**src/rtl/lcd_line_scheduler_pkg.sv**
```systemverilog
// rtl/lcd_line_scheduler_pkg.sv - shared LCD command constants and scheduler state types
// Purpose: constants for the HD44780-style command words, the scheduler FSM
// state and phase encodings, and a helper that builds the Set-DDRAM-Address word.
// Ports: none (package).
package lcd_line_scheduler_pkg;

    localparam logic [7:0] LCD_CMD_DDRAM = 8'h80;
    localparam logic [6:0] LINE_BASE0    = 7'h00;
    localparam logic [6:0] LINE_BASE1    = 7'h40;
    localparam logic       RS_CMD        = 1'b0;
    localparam logic       RS_CHAR       = 1'b1;

    typedef enum logic [2:0] {
        ST_IDLE        = 3'd0,
        ST_LOAD        = 3'd1,
        ST_WAIT_FREE   = 3'd2,
        ST_PULSE       = 3'd3,
        ST_WAIT_ACCEPT = 3'd4,
        ST_WAIT_DONE   = 3'd5,
        ST_FINISH      = 3'd6
    } state_t;

    typedef enum logic {
        PH_CMD  = 1'b0,
        PH_CHAR = 1'b1
    } phase_t;

    // Set-DDRAM-Address word for a display line: 0x080 for line 0, 0x0C0 for line 1.
    function automatic logic [8:0] ddram_cmd_word(input logic line);
        logic [6:0] base;
        base = line ? LINE_BASE1 : LINE_BASE0;
        return {RS_CMD, LCD_CMD_DDRAM | {1'b0, base}};
    endfunction

endpackage

```
**src/rtl/rr_arbiter_2.sv**
```systemverilog
// rtl/rr_arbiter_2.sv - two-client round-robin arbiter, combinational
// Purpose: picks one of two requesters; on contention the client that was not
// served last wins.
// Ports:
//   i_req[1:0]     level requests
//   i_last_served  client granted on the previous completed line
//   i_enable       arbitration allowed this cycle
//   o_grant_valid  a grant is being made
//   o_grant        granted client index
module rr_arbiter_2 (
    input  logic [1:0] i_req,
    input  logic       i_last_served,
    input  logic       i_enable,
    output logic       o_grant_valid,
    output logic       o_grant
);

    always_comb begin
        o_grant_valid = i_enable && (i_req != 2'b00);
        if (i_req == 2'b11) begin
            o_grant = ~i_last_served;
        end else begin
            o_grant = i_req[1];
        end
    end

endmodule

```
**src/rtl/lcd_line_scheduler.sv**
```systemverilog
// rtl/lcd_line_scheduler.sv - shares one character-LCD driver between two line clients
// Purpose: round-robin picks a pending line, then writes a Set-DDRAM-Address
// command followed by LINE_LEN characters from that client's buffer, each word
// going through the driver's data_ready / busy handshake.
// Ports:
//   i_clock, i_reset_n        clock, asynchronous active-low reset
//   i_req[1:0]                per-client refresh request (level)
//   o_done[1:0]               one-clock pulse to the client whose line finished
//   o_rd_sel, o_rd_addr[3:0]  buffer select and character index
//   i_rd_data[7:0]            character from the selected buffer (same cycle)
//   o_lcd_data[8:0]           {rs, d[7:0]} to the driver
//   o_lcd_data_ready          one-clock write strobe
//   i_lcd_busy                driver busy flag
//   o_active                  a line is being served
//   o_timeout_err             sticky: driver failed to accept a word in time
module lcd_line_scheduler
    import lcd_line_scheduler_pkg::*;
#(
    parameter int LINE_LEN       = 16,
    parameter int ACCEPT_TIMEOUT = 1000
) (
    input  logic       i_clock,
    input  logic       i_reset_n,
    input  logic [1:0] i_req,
    output logic [1:0] o_done,
    output logic       o_rd_sel,
    output logic [3:0] o_rd_addr,
    input  logic [7:0] i_rd_data,
    output logic [8:0] o_lcd_data,
    output logic       o_lcd_data_ready,
    input  logic       i_lcd_busy,
    output logic       o_active,
    output logic       o_timeout_err
);

    localparam int               CNT_W    = $clog2(ACCEPT_TIMEOUT + 1);
    localparam logic [3:0]       LAST_IDX = 4'(LINE_LEN - 1);
    localparam logic [CNT_W-1:0] CNT_LAST = CNT_W'(ACCEPT_TIMEOUT - 1);

    state_t           r_state, w_state_nxt;
    phase_t           r_phase, w_phase_nxt;
    logic             r_sel, w_sel_nxt;
    logic [3:0]       r_char_idx, w_char_idx_nxt;
    logic [CNT_W-1:0] r_cnt, w_cnt_nxt;
    logic             r_last_served, w_last_served_nxt;
    logic [8:0]       r_lcd_data, w_lcd_data_nxt;
    logic             r_timeout_err, w_timeout_err_nxt;

    logic w_arb_en;
    logic w_grant_valid;
    logic w_grant;

    assign w_arb_en = (r_state == ST_IDLE);

    rr_arbiter_2 u_arb (
        .i_req         (i_req),
        .i_last_served (r_last_served),
        .i_enable      (w_arb_en),
        .o_grant_valid (w_grant_valid),
        .o_grant       (w_grant)
    );

    // last_served resets to client 1 so client 0 wins the first contention.
    always_ff @(posedge i_clock or negedge i_reset_n) begin
        if (!i_reset_n) begin
            r_state       <= ST_IDLE;
            r_phase       <= PH_CMD;
            r_sel         <= 1'b0;
            r_char_idx    <= 4'd0;
            r_cnt         <= '0;
            r_last_served <= 1'b1;
            r_lcd_data    <= 9'd0;
            r_timeout_err <= 1'b0;
        end else begin
            r_state       <= w_state_nxt;
            r_phase       <= w_phase_nxt;
            r_sel         <= w_sel_nxt;
            r_char_idx    <= w_char_idx_nxt;
            r_cnt         <= w_cnt_nxt;
            r_last_served <= w_last_served_nxt;
            r_lcd_data    <= w_lcd_data_nxt;
            r_timeout_err <= w_timeout_err_nxt;
        end
    end

    always_comb begin
        w_state_nxt       = r_state;
        w_phase_nxt       = r_phase;
        w_sel_nxt         = r_sel;
        w_char_idx_nxt    = r_char_idx;
        w_cnt_nxt         = r_cnt;
        w_last_served_nxt = r_last_served;
        w_lcd_data_nxt    = r_lcd_data;
        w_timeout_err_nxt = r_timeout_err;

        case (r_state)
            ST_IDLE: begin
                if (w_grant_valid) begin
                    w_sel_nxt      = w_grant;
                    w_char_idx_nxt = 4'd0;
                    w_phase_nxt    = PH_CMD;
                    w_state_nxt    = ST_LOAD;
                end
            end
            ST_LOAD: begin
                // The word is captured once here and held through the whole
                // handshake, including any timeout re-issue.
                if (r_phase == PH_CMD) begin
                    w_lcd_data_nxt = ddram_cmd_word(r_sel);
                end else begin
                    w_lcd_data_nxt = {RS_CHAR, i_rd_data};
                end
                w_state_nxt = ST_WAIT_FREE;
            end
            ST_WAIT_FREE: begin
                if (!i_lcd_busy) begin
                    w_state_nxt = ST_PULSE;
                end
            end
            ST_PULSE: begin
                w_cnt_nxt   = '0;
                w_state_nxt = ST_WAIT_ACCEPT;
            end
            ST_WAIT_ACCEPT: begin
                if (i_lcd_busy) begin
                    w_state_nxt = ST_WAIT_DONE;
                end else if (r_cnt == CNT_LAST) begin
                    w_timeout_err_nxt = 1'b1;
                    w_state_nxt       = ST_PULSE;
                end else begin
                    w_cnt_nxt = r_cnt + CNT_W'(1);
                end
            end
            ST_WAIT_DONE: begin
                if (!i_lcd_busy) begin
                    if (r_phase == PH_CMD) begin
                        w_phase_nxt = PH_CHAR;
                        w_state_nxt = ST_LOAD;
                    end else if (r_char_idx == LAST_IDX) begin
                        w_state_nxt = ST_FINISH;
                    end else begin
                        w_char_idx_nxt = r_char_idx + 4'd1;
                        w_state_nxt    = ST_LOAD;
                    end
                end
            end
            ST_FINISH: begin
                w_last_served_nxt = r_sel;
                w_state_nxt       = ST_IDLE;
            end
            default: begin
                w_state_nxt = ST_IDLE;
            end
        endcase
    end

    assign o_done           = (r_state == ST_FINISH) ? (r_sel ? 2'b10 : 2'b01) : 2'b00;
    assign o_lcd_data_ready = (r_state == ST_PULSE);
    assign o_active         = (r_state != ST_IDLE);
    assign o_rd_sel         = r_sel;
    assign o_rd_addr        = r_char_idx;
    assign o_lcd_data       = r_lcd_data;
    assign o_timeout_err    = r_timeout_err;

endmodule
```
**config.mk**
```make
export PLATFORM = sky130hd
export DESIGN_NAME = lcd_line_scheduler
export DESIGN_NICKNAME = d
export VERILOG_FILES = /design/src/rtl/lcd_line_scheduler_pkg.sv /design/src/rtl/rr_arbiter_2.sv /design/src/rtl/lcd_line_scheduler.sv
export SDC_FILE = /design/constraint.sdc
export NUM_CORES = 1
export LEC_CHECK = 0
export ABC_AREA = 1
export BUFFER_PORTS_ARGS = -buffer_cell sky130_fd_sc_hd__buf_2
export CAP_MARGIN = 20
export CORE_MARGIN = 2
export CORE_UTILIZATION = 54
export CTS_CLUSTER_SIZE = 14
export DETAILED_ROUTE_END_ITERATION = 6
export GPL_TIMING_DRIVEN = 0
export PLACE_DENSITY = 0.82
export SYNTH_ARGS = -nofsm -noshare
export SYNTH_HDL_FRONTEND = slang
export SYNTH_SLANG_ARGS = --single-unit
```
**constraint.sdc**
```tcl
create_clock -name i_clock -period 1.7 [get_ports i_clock]
set_input_delay 0.17 -clock i_clock [delete_from_list [all_inputs] [get_ports i_clock]]
set_output_delay 0.17 -clock i_clock [all_outputs]
set_load 0.01 [all_outputs]
```
==> results.py, run 1 <==
metrics = {
    "yosys": {
        "netlist_instances": 204,
        "count_of_flip_flops_with_a_built_in_enable_after_synthesis": 0,
        "synthesis.area_sq_mm": 0.001638,
        "yosysSeqAreaShare_pct": 45.91,
        "ys_async_sr_fraction_pct": 100.0,
        "syn_avg_cell_area_sq_um": 8.029,
        "ys_types": 26,
        "yosys_register_bits": 30,
        "synth-warning-count": 0,
        "postSynthNetCount": 219,
        "synth-main-ff-cell": "sky130_fd_sc_hd__dfrtp_1",
    },
    "cts": {
        "cts_inserted_buffers": 5,
        "clock_tree_from_tritoncts": "done",
        "numClockSinks": 30,
        "clk_path_buf_depth": 2,
        "clk_transition_reported_paths_ns": 0.08,
        "cts_htree_levels": 2,
        "root_buffer": "sky130_fd_sc_hd__clkbuf_4",
        "clock_latency_ns": 0.32,
        "postCtsSetupBuffers": 0,
    },
    "detailed_routing": {
        "detailed_route_via_count": 1434,
        "drtAntennaViolNets": 0,
        "routed_wl_microns": 3193,
        "firstDrtPassIters": 4,
        "viasPerCell": 5.234,
        "initialDrtViolationCount": 44,
        "post_drt_wl_per_cell_microns": 11.65,
        "drc_errors": 0,
    },
    "sta": {
        "timing.final.max_slew_violations": 0,
        "skew_ns": 0.005357,
        "worst_slew_margin_rel_pct": 57.10,
        "achievable-frequency_mhz": 647.2,
        "unrepaired_setup_endpoints_after_global_routing": "false",
        "fin_crit_ns": 1.545,
        "hold_fails_final_rpt": 0,
        "post-route-period-util_pct": 90.89,
        "report.final.setup_viol": 0,
        "finalHoldWorstSlack_ns": 0.05936,
        "worst_slew_pin_slew_ns": 0.6435,
        "setup_tns_ns": 0,
    },
    "global_route": {
        "grt_max_degree": 31,
        "number_of_antenna_violations_at_the_first_check_in_global_routing": 0,
        "globalRouteOverflowTotal": 0,
        "grt_util_all_layers_pct": 22.15,
        "global_route.usage.met1_pct": 26.42,
        "use_met2_pct": 36.03,
        "top_usage_layer": "met2",
        "grt_first_pass_wirelength_microns": 5720,
        "grtUsageMet3_pct": 7.424,
        "number_of_global_route_vias_before_repair": 1351,
    },
    "floorplan": {
        "design.die.area_sq_mm": 0.003489,
        "die_w_microns": 59.07,
        "fp.dieH_microns": 59.07,
        "core.rowCount": 19,
        "initial_utilization_pct": 57.89,
        "core_region_sq_mm": 0.002829,
        "ioPinCount": 32,
    },
    "power_and_ir_drop": {
        "leak_nw": 1.015,
        "ir_drop_mv": 0.9265,
        "pwr_density_cell_mw_per_mm2": 1249,
    },
    "outcome": {
        "run_status": "finished clean",
    },
    "critical_path": {
        "timing.setup.critical_path_class": "register to register",
        "crit_fanout": 10,
        "critPathLaunchType": "register",
        "arrival_time_at_the_worst_endpoint_ns": 1.76,
        "timing.critical_path.required_ns": 1.91,
        "cp_endpoint_kind": "register",
    },
    "job": {
        "maxCapViolCount": 0,
    },
    "placed_design": {
        "port_buffers": 31,
        "place_area_sq_mm": 0.001832,
        "routabilityCongestion": 0.8050,
        "dpl.hpwl_microns": 2412,
    },
    "layout": {
        "num_antenna_cells": 0,
        "share_of_layout_cells_above_drive_strength_1_pct": 23.87,
        "final_nets": 258,
        "stdcell_area_sq_mm": 0.001887,
        "areaGrowthSynthToFinish_pct": 15.20,
        "most_frequent_standard_cell_in_the_layout_excluding_fill_and_tap_cells": "sky130_fd_sc_hd__nand2_1",
        "mostFrequentLayoutCells": "sky130_fd_sc_hd__nand2_1 (58), sky130_fd_sc_hd__buf_2 (32), sky130_fd_sc_hd__dfrtp_1 (29)",
    },
    "hold_path": {
        "hp-class": "input port to register",
    },
}
worst paths after layout:
check | start | end | slack, ns | cells past startpoint
max | r_cnt[0]$_DFFE_PN0P_ | r_cnt[6]$_DFFE_PN0P_ | 0.15 | 7
min | i_rd_data[3] | o_lcd_data[3]$_DFFE_PN0N_ | 0.06 | 2
max reg2reg | r_cnt[0]$_DFFE_PN0P_ | r_cnt[6]$_DFFE_PN0P_ | 0.15 | 7
min reg2reg | o_lcd_data[8]$_DFFE_PN0N_ | o_lcd_data[8]$_DFFE_PN0N_ | 0.48 | 2
max in group asynchronous | i_reset_n | o_rd_addr[0]$_DFFE_PN0P_ | 0.88 | 2
min in group asynchronous | i_reset_n | r_cnt[6]$_DFFE_PN0P_ | 0.40 | 2
power by group:
group	total (mW)	switching, mW	internal (mW)
clock network	0.377	0.221	0.155
logic	0.943	0.583	0.360
registers	1.04	0.148	0.889
total	2.36	0.952	1.41
per-stage QoR:
stage	std cells	worst slack, ns	util (%)	total power [mW]
after detailed placement	266	0.1702	64.75	2.002
after global placement	266	0.2029	64.75	1.972
final	274	0.1548	66.70	2.357
after CTS	274	0.1449	66.70	2.385
after floorplan	204	0.3288	-	1.696
after global routing	274	0.001959	66.70	2.563
area by class of cell:
class / instances / area (sq um)
Buffer: 3 / 23.77
Tap cell: 31 / 38.79
Multi-Input combinational cell: 149 / 779.5
Inverter: 22 / 82.58
Fill cell: 252 / 942.2
Sequential cell: 30 / 752.0
Clock buffer: 7 / 45.04
Timing Repair Buffer: 32 / 165.2
cells in the mapped netlist (2+ instances only):
cell                        n  area share, %
sky130_fd_sc_hd__a21oi_1    2           0.61
sky130_fd_sc_hd__o21bai_1   2           0.92
sky130_fd_sc_hd__ha_1       2            1.5
sky130_fd_sc_hd__nor2_2     5            1.9
sky130_fd_sc_hd__nor2_1    16            3.7
sky130_fd_sc_hd__nor2_4     3            2.1
sky130_fd_sc_hd__a22o_1     6            3.2
sky130_fd_sc_hd__o21ai_1    4            1.2
sky130_fd_sc_hd__dfrtp_1   29             44
sky130_fd_sc_hd__o21ai_0    9            2.7
sky130_fd_sc_hd__nand2_1   58             13
sky130_fd_sc_hd__nand3_1   25            7.6
sky130_fd_sc_hd__inv_2      3           0.69
sky130_fd_sc_hd__inv_1     19            4.4
sky130_fd_sc_hd__nand4_1    3            1.1
sky130_fd_sc_hd__nand2_2    5            1.9
sky130_fd_sc_hd__xor2_1     4            2.1
routing by layer:
metal | up-vias | routed length [microns]
met3 | 14 | 144
met5 | - | 0
li1 | 737 | -
met4 | 0 | 107
met2 | 30 | 1534
met1 | 653 | 1406
logic make-up (layout without fill, tap and decap cells):
logic type / after synthesis / in the layout / share of synthesized area [%]
simple gates: 117 / 117 / 33.16
fa+ha+maj: 2 / 2 / 1.528
flops: 30 / 30 / 45.91
xor+xnor: 5 / 5 / 2.674
buf+inv: 25 / 64 / 6.493
compound gates: 25 / 25 / 10.24
critical path, stage by stage, from the launching register on:
cell and delay, ns:
sky130_fd_sc_hd__dfrtp_1 0.44, sky130_fd_sc_hd__ha_1 0.22, sky130_fd_sc_hd__nand2_2 0.10, sky130_fd_sc_hd__nor2_4 0.14, sky130_fd_sc_hd__nand3_4 0.11, sky130_fd_sc_hd__a21oi_4 0.19, sky130_fd_sc_hd__buf_6 0.16, sky130_fd_sc_hd__o21ai_0 0.08
state kept, by name, summed over array words and instances (netlist names):
| signal | cells |
|---|---|
| r_phase | 1 |
| o_rd_sel | 1 |
| r_cnt | 10 |
| r_state | 3 |
| o_rd_addr | 4 |
| r_last_served | 1 |
| o_lcd_data | 9 |
| o_timeout_err | 1 |
timing repair:
item,CTS,global route
endpoints found under the hold margin,29,0
hold buffers,1,0
gates resized for setup,0,0
Note: power is estimated with default switching activity, not from simulation.
==> run 2, diff against run 1 <==
CORE_ASPECT_RATIO = 1.25   (was not set)
==> results.py, run 2 (synthesis results as in run 1) <==
metrics = {
    "outcome": {
        "run_status": "finished clean",
    },
    "placed_design": {
        "port_buffers": 31,
        "routabilityCongestion": 0.8514,
        "dpl.hpwl_microns": 2430,
        "dp_cells": 271,
    },
    "power_and_ir_drop": {
        "p_int_mw": 1.407,
        "leak_nw": 1.013,
        "total_switching_power_uw": 976.0,
        "comb_power_share_pct": 40.3,
        "finalPower_mw": 2.383,
        "sequential_group_share_of_total_power_pct": 43.5,
        "pwr_density_cell_mw_per_mm2": 1258,
        "ir_drop_mv": 0.9505,
        "switching_share_pct": 40.96,
        "power.share.clock_pct": 16.2,
    },
    "hold_path": {
        "hold_path_depth": 2,
        "hp-class": "input port to register",
        "min-delay-start": "i_rd_data[2]",
    },
    "global_route": {
        "number_of_global_route_vias_before_repair": 1401,
        "grt_max_degree": 31,
        "grt_util_all_layers_pct": 22.73,
        "grt_first_pass_wirelength_microns": 5802,
        "globalRouteOverflowTotal": 0,
        "number_of_antenna_violations_at_the_first_check_in_global_routing": 0,
    },
    "cts": {
        "clk_path_buf_depth": 2,
        "cts_inserted_buffers": 5,
        "postCtsSetupBuffers": 0,
        "clock_tree_from_tritoncts": "done",
        "clk_transition_reported_paths_ns": 0.09,
        "root_buffer": "sky130_fd_sc_hd__clkbuf_4",
        "clock_latency_ns": 0.33,
        "cts_htree_levels": 2,
        "numClockSinks": 30,
    },
    "critical_path": {
        "cp_endpoint_kind": "output pin",
        "crit_fanout": 7,
        "timing.critical_path.required_ns": 1.53,
        "arrival_time_at_the_worst_endpoint_ns": 1.39,
        "timing.critical_path.from": "r_state[2]$_DFFE_PN0P_",
        "worst_r2r_startpoint": "r_cnt[0]$_DFFE_PN0P_",
        "reg2reg_depth": 8,
        "critPathLaunchType": "register",
        "timing.setup.critical_path_class": "register to output pin",
    },
    "layout": {
        "post_layout_nonfiller_instances": 279,
        "most_frequent_standard_cell_in_the_layout_excluding_fill_and_tap_cells": "sky130_fd_sc_hd__nand2_1",
        "share_of_layout_cells_above_drive_strength_1_pct": 24.28,
        "max_flop_register": "r_cnt",
        "mostFrequentLayoutCells": "sky130_fd_sc_hd__nand2_1 (58), sky130_fd_sc_hd__buf_2 (32), sky130_fd_sc_hd__dfrtp_1 (28)",
        "num_antenna_cells": 0,
        "areaGrowthSynthToFinish_pct": 15.66,
        "final_nets": 258,
        "largest_reg_flops": 10,
    },
    "detailed_routing": {
        "detailed_route_via_count": 1440,
        "firstDrtPassIters": 4,
        "post_drt_wl_per_cell_microns": 11.91,
        "routed_wl_microns": 3322,
        "initialDrtViolationCount": 41,
        "drtAntennaViolNets": 0,
        "drc_errors": 0,
        "viasPerCell": 5.161,
    },
    "floorplan": {
        "ioPinCount": 32,
        "design.die.area_sq_mm": 0.003493,
        "die_w_microns": 53.26,
        "initial_utilization_pct": 56.13,
        "fp.dieH_microns": 65.58,
        "core.rowCount": 22,
        "core_region_sq_mm": 0.002918,
    },
    "sta": {
        "fin_crit_ns": 1.562,
        "setup_tns_ns": 0,
        "worst_slew_margin_rel_pct": 56.06,
        "worst_slew_pin_slew_ns": 0.6591,
        "timing.final.max_slew_violations": 0,
        "report.final.setup_viol": 0,
        "unrepaired_setup_endpoints_after_global_routing": "false",
        "skew_ns": 0.008615,
        "achievable-frequency_mhz": 640.4,
        "hold_fails_final_rpt": 0,
        "post-route-period-util_pct": 91.86,
    },
    "job": {
        "maxCapViolCount": 0,
    },
}
## run 2: cell counts in the layout (fill, tap and decap cells not counted)
Identical to the previous run, type by type.
## run 2: worst max-delay path, cell delays in order, from the launching register on
cell and delay [ns]:
sky130_fd_sc_hd__dfrtp_1 0.49, sky130_fd_sc_hd__inv_2 0.14, sky130_fd_sc_hd__nand3_1 0.14, sky130_fd_sc_hd__inv_1 0.15, sky130_fd_sc_hd__buf_2 0.15
## run 2: layout make-up
class | instances | area [sq um]
buffer | 3 | 23.77
clock buffer | 7 | 45.04
fill | 274 | 1023
inverter | 22 | 82.58
multi-input combinational | 149 | 779.5
sequential | 30 | 753.2
tap | 36 | 45.04
timing repair buffer | 32 | 165.2
## run 2: repair_timing
item	4_1_cts	5_1_grt
resized for setup	0	1
endpoints found under the hold margin	29	0
setup endpoints to repair	0	1
hold buffers	1	0
## run 2: final timing paths
check,slack (ns),endpoint
worst max-delay path,0.14,o_lcd_data_ready
worst min-delay path,0.05,o_lcd_data[2]$_DFFE_PN0N_
worst max register to register,0.17,r_cnt[7]$_DFFE_PN0P_
worst min register to register,0.49,o_lcd_data[6]$_DFFE_PN0N_
max in group asynchronous,0.84,r_cnt[0]$_DFFE_PN0P_
min in group asynchronous,0.40,o_lcd_data[4]$_DFFE_PN0N_
## run 2: metrics by stage
stage	hold WS, ns	utilization [%]	instance area, sq um	setup slack (ns)
finish	0.05370	64.92	1894	0.1384
CTS	0.04456	64.88	1893	0.1332
floorplan	-0.1256	-	1638	0.3288
detailed placement	0.2401	62.99	1838	0.1771
global placement	0.2477	62.99	1838	0.2125
global route	0.03782	64.92	1894	0.04528
## run 2: power groups by stage
stage / registers (mW) / logic [mW] / clock network (mW)
2_1_floorplan: 1.07 / 0.628 / 0
3_3_place_gp: 1.04 / 0.939 / 0
3_5_place_dp: 1.04 / 0.961 / 0
4_1_cts: 1.03 / 0.968 / 0.392
5_1_grt: 1.07 / 1.07 / 0.436
6_report: 1.04 / 0.959 / 0.386
## run 2: routing by layer
layer	track usage, %	share of wire, %	vias to the layer above
li1	-	-	738
met1	26.39	43	662
met2	37.50	51	30
met3	7.045	4.0	10
met4	10.26	1.9	0
met5	0	0	-
==> run 3, diff against run 2 <==
RECOVER_POWER = 100   (was not set)
==> results.py, run 3 (synthesis results as in run 1) <==
metrics = {
    "outcome": {
        "run_status": "finished clean",
    },
    "placed_design": {
        "routabilityCongestion": 0.8514,
        "dpl.hpwl_microns": 2430,
        "place_area_sq_mm": 0.001838,
        "dp_cells": 271,
        "pre_cts_slack_ns": 0.1771,
        "port_buffers": 31,
    },
    "sta": {
        "finalHoldWorstSlack_ns": 0.05526,
        "worst_slew_margin_rel_pct": 50.71,
        "final_critical_path_setup_slack_ns": 0.1278,
        "timing.final.max_slew_violations": 0,
        "hold_fails_final_rpt": 0,
        "unrepaired_setup_endpoints_after_global_routing": "false",
        "fin_crit_ns": 1.572,
        "report.final.setup_viol": 0,
        "achievable-frequency_mhz": 636.0,
        "skew_ns": 0.007882,
        "worst_slew_pin_slew_ns": 0.7393,
        "setup_tns_ns": 0,
        "post-route-period-util_pct": 92.48,
    },
    "floorplan": {
        "core.rowCount": 22,
        "core_region_sq_mm": 0.002918,
        "design.die.area_sq_mm": 0.003493,
        "die_w_microns": 53.26,
        "ioPinCount": 32,
        "fp.dieH_microns": 65.58,
        "initial_utilization_pct": 56.13,
    },
    "critical_path": {
        "timing.critical_path.required_ns": 1.53,
        "critPathLaunchType": "register",
        "cp_endpoint_kind": "output pin",
        "crit_fanout": 7,
        "crit_chain": "inv_2 -> nand3_1 -> inv_1 -> clkbuf_1",
        "worst_r2r_startpoint": "r_cnt[0]$_DFFE_PN0P_",
        "arrival_time_at_the_worst_endpoint_ns": 1.40,
        "critical_path.slowest_cell": "sky130_fd_sc_hd__dfrtp_1",
        "reg2reg_depth": 8,
        "regToRegSetupSlack_ns": 0.16,
        "cp_slowest_stage_delay_ns": 0.49,
        "r2r-end": "r_cnt[7]$_DFFE_PN0P_",
        "timing.setup.critical_path_class": "register to output pin",
    },
    "detailed_routing": {
        "detailed_route_via_count": 1456,
        "initialDrtViolationCount": 42,
        "drc_errors": 0,
        "post_drt_wl_per_cell_microns": 11.91,
        "viasPerCell": 5.219,
        "routed_wl_microns": 3322,
        "drtAntennaViolNets": 0,
        "firstDrtPassIters": 4,
    },
    "global_route": {
        "number_of_global_route_vias_before_repair": 1401,
        "globalRouteOverflowTotal": 0,
        "number_of_antenna_violations_at_the_first_check_in_global_routing": 0,
        "grt_first_pass_wirelength_microns": 5802,
        "grt_max_degree": 31,
        "grt_util_all_layers_pct": 22.73,
    },
    "layout": {
        "filler_cell_count": 296,
        "most_frequent_standard_cell_in_the_layout_excluding_fill_and_tap_cells": "sky130_fd_sc_hd__nand2_1",
        "num_antenna_cells": 0,
        "areaGrowthSynthToFinish_pct": 12.76,
        "mostFrequentLayoutCells": "sky130_fd_sc_hd__nand2_1 (61), sky130_fd_sc_hd__dfrtp_1 (28), sky130_fd_sc_hd__nand3_1 (25)",
        "max_flop_register": "r_cnt",
        "final_nets": 258,
        "post_layout_nonfiller_instances": 279,
        "largest_reg_flops": 10,
        "post-route-util_pct": 63.29,
        "share_of_layout_cells_above_drive_strength_1_pct": 13.17,
        "stdcell_area_sq_mm": 0.001847,
    },
    "cts": {
        "clock_latency_ns": 0.33,
        "root_buffer": "sky130_fd_sc_hd__clkbuf_4",
        "clk_transition_reported_paths_ns": 0.09,
        "postCtsSetupBuffers": 0,
        "cts_htree_levels": 2,
        "numClockSinks": 30,
        "clk_path_buf_depth": 2,
        "cts_inserted_buffers": 5,
        "clock_tree_from_tritoncts": "done",
    },
    "hold_path": {
        "hold_end": "o_lcd_data[2]$_DFFE_PN0N_",
        "min-delay-start": "i_rd_data[2]",
        "hold_path_depth": 2,
        "hp-class": "input port to register",
    },
    "power_and_ir_drop": {
        "leak_nw": 0.9393,
        "total_switching_power_uw": 962.4,
        "pwr_density_cell_mw_per_mm2": 1258,
        "comb_power_share_pct": 38.9,
        "sequential_group_share_of_total_power_pct": 44.5,
        "p_int_mw": 1.361,
        "power.share.clock_pct": 16.6,
        "switching_share_pct": 41.41,
        "ir_drop_mv": 0.9191,
        "finalPower_mw": 2.324,
    },
    "job": {
        "maxCapViolCount": 0,
    },
}
==> run 3: timing repair <==
item | in CTS | in global routing
setup endpoints to repair | 0 | 1
hold buffers | 1 | 0
endpoints found under the hold margin | 29 | 0
resized for setup | 0 | 1
==> run 3: layout make-up <==
class	count	area, sq um	share of cell area, %
multi-input combinational	149	757.0	40.99
tap	36	45.04	2.439
sequential	30	753.2	40.79
clock buffer	7	45.04	2.439
inverter	22	82.58	4.472
timing repair buffer	32	141.4	7.656
buffer	3	22.52	1.220
==> run 3: routing by layer <==
layer  share of wire, %  track usage [%]
met5                  0                0
met4                2.0            10.26
met3                4.2            7.045
met2                 51            37.50
met1                 43            26.39
==> run 3: worst max path at each step <==
stage                                end  slack, ns                    from
global placement    r_cnt[6]$_DFFE_PN0P_       0.21    r_cnt[0]$_DFFE_PN0P_
finish                  o_lcd_data_ready       0.13  r_state[2]$_DFFE_PN0P_
detailed placement  r_cnt[6]$_DFFE_PN0P_       0.18    r_cnt[0]$_DFFE_PN0P_
global route        r_cnt[3]$_DFFE_PN0P_       0.02    r_cnt[0]$_DFFE_PN0P_
floorplan           r_cnt[6]$_DFFE_PN0P_       0.33    r_cnt[0]$_DFFE_PN0P_
CTS                     o_lcd_data_ready       0.13  r_state[2]$_DFFE_PN0P_
==> run 3: critical path: cells and delay by family (launching register included) <==
family                 cells  cell delay, ns
DFF                        1            0.49
and+or+nand+nor            1            0.14
buffers and inverters      3            0.45
==> run 3: power groups by stage <==
stage / Sequential (mW) / Clock [mW] / Combinational [mW]
floorplan: 1.07 / 0 / 0.628
global placement: 1.04 / 0 / 0.939
detailed placement: 1.04 / 0 / 0.961
CTS: 1.03 / 0.392 / 0.968
global route: 1.07 / 0.436 / 1.02
finish: 1.03 / 0.385 / 0.904
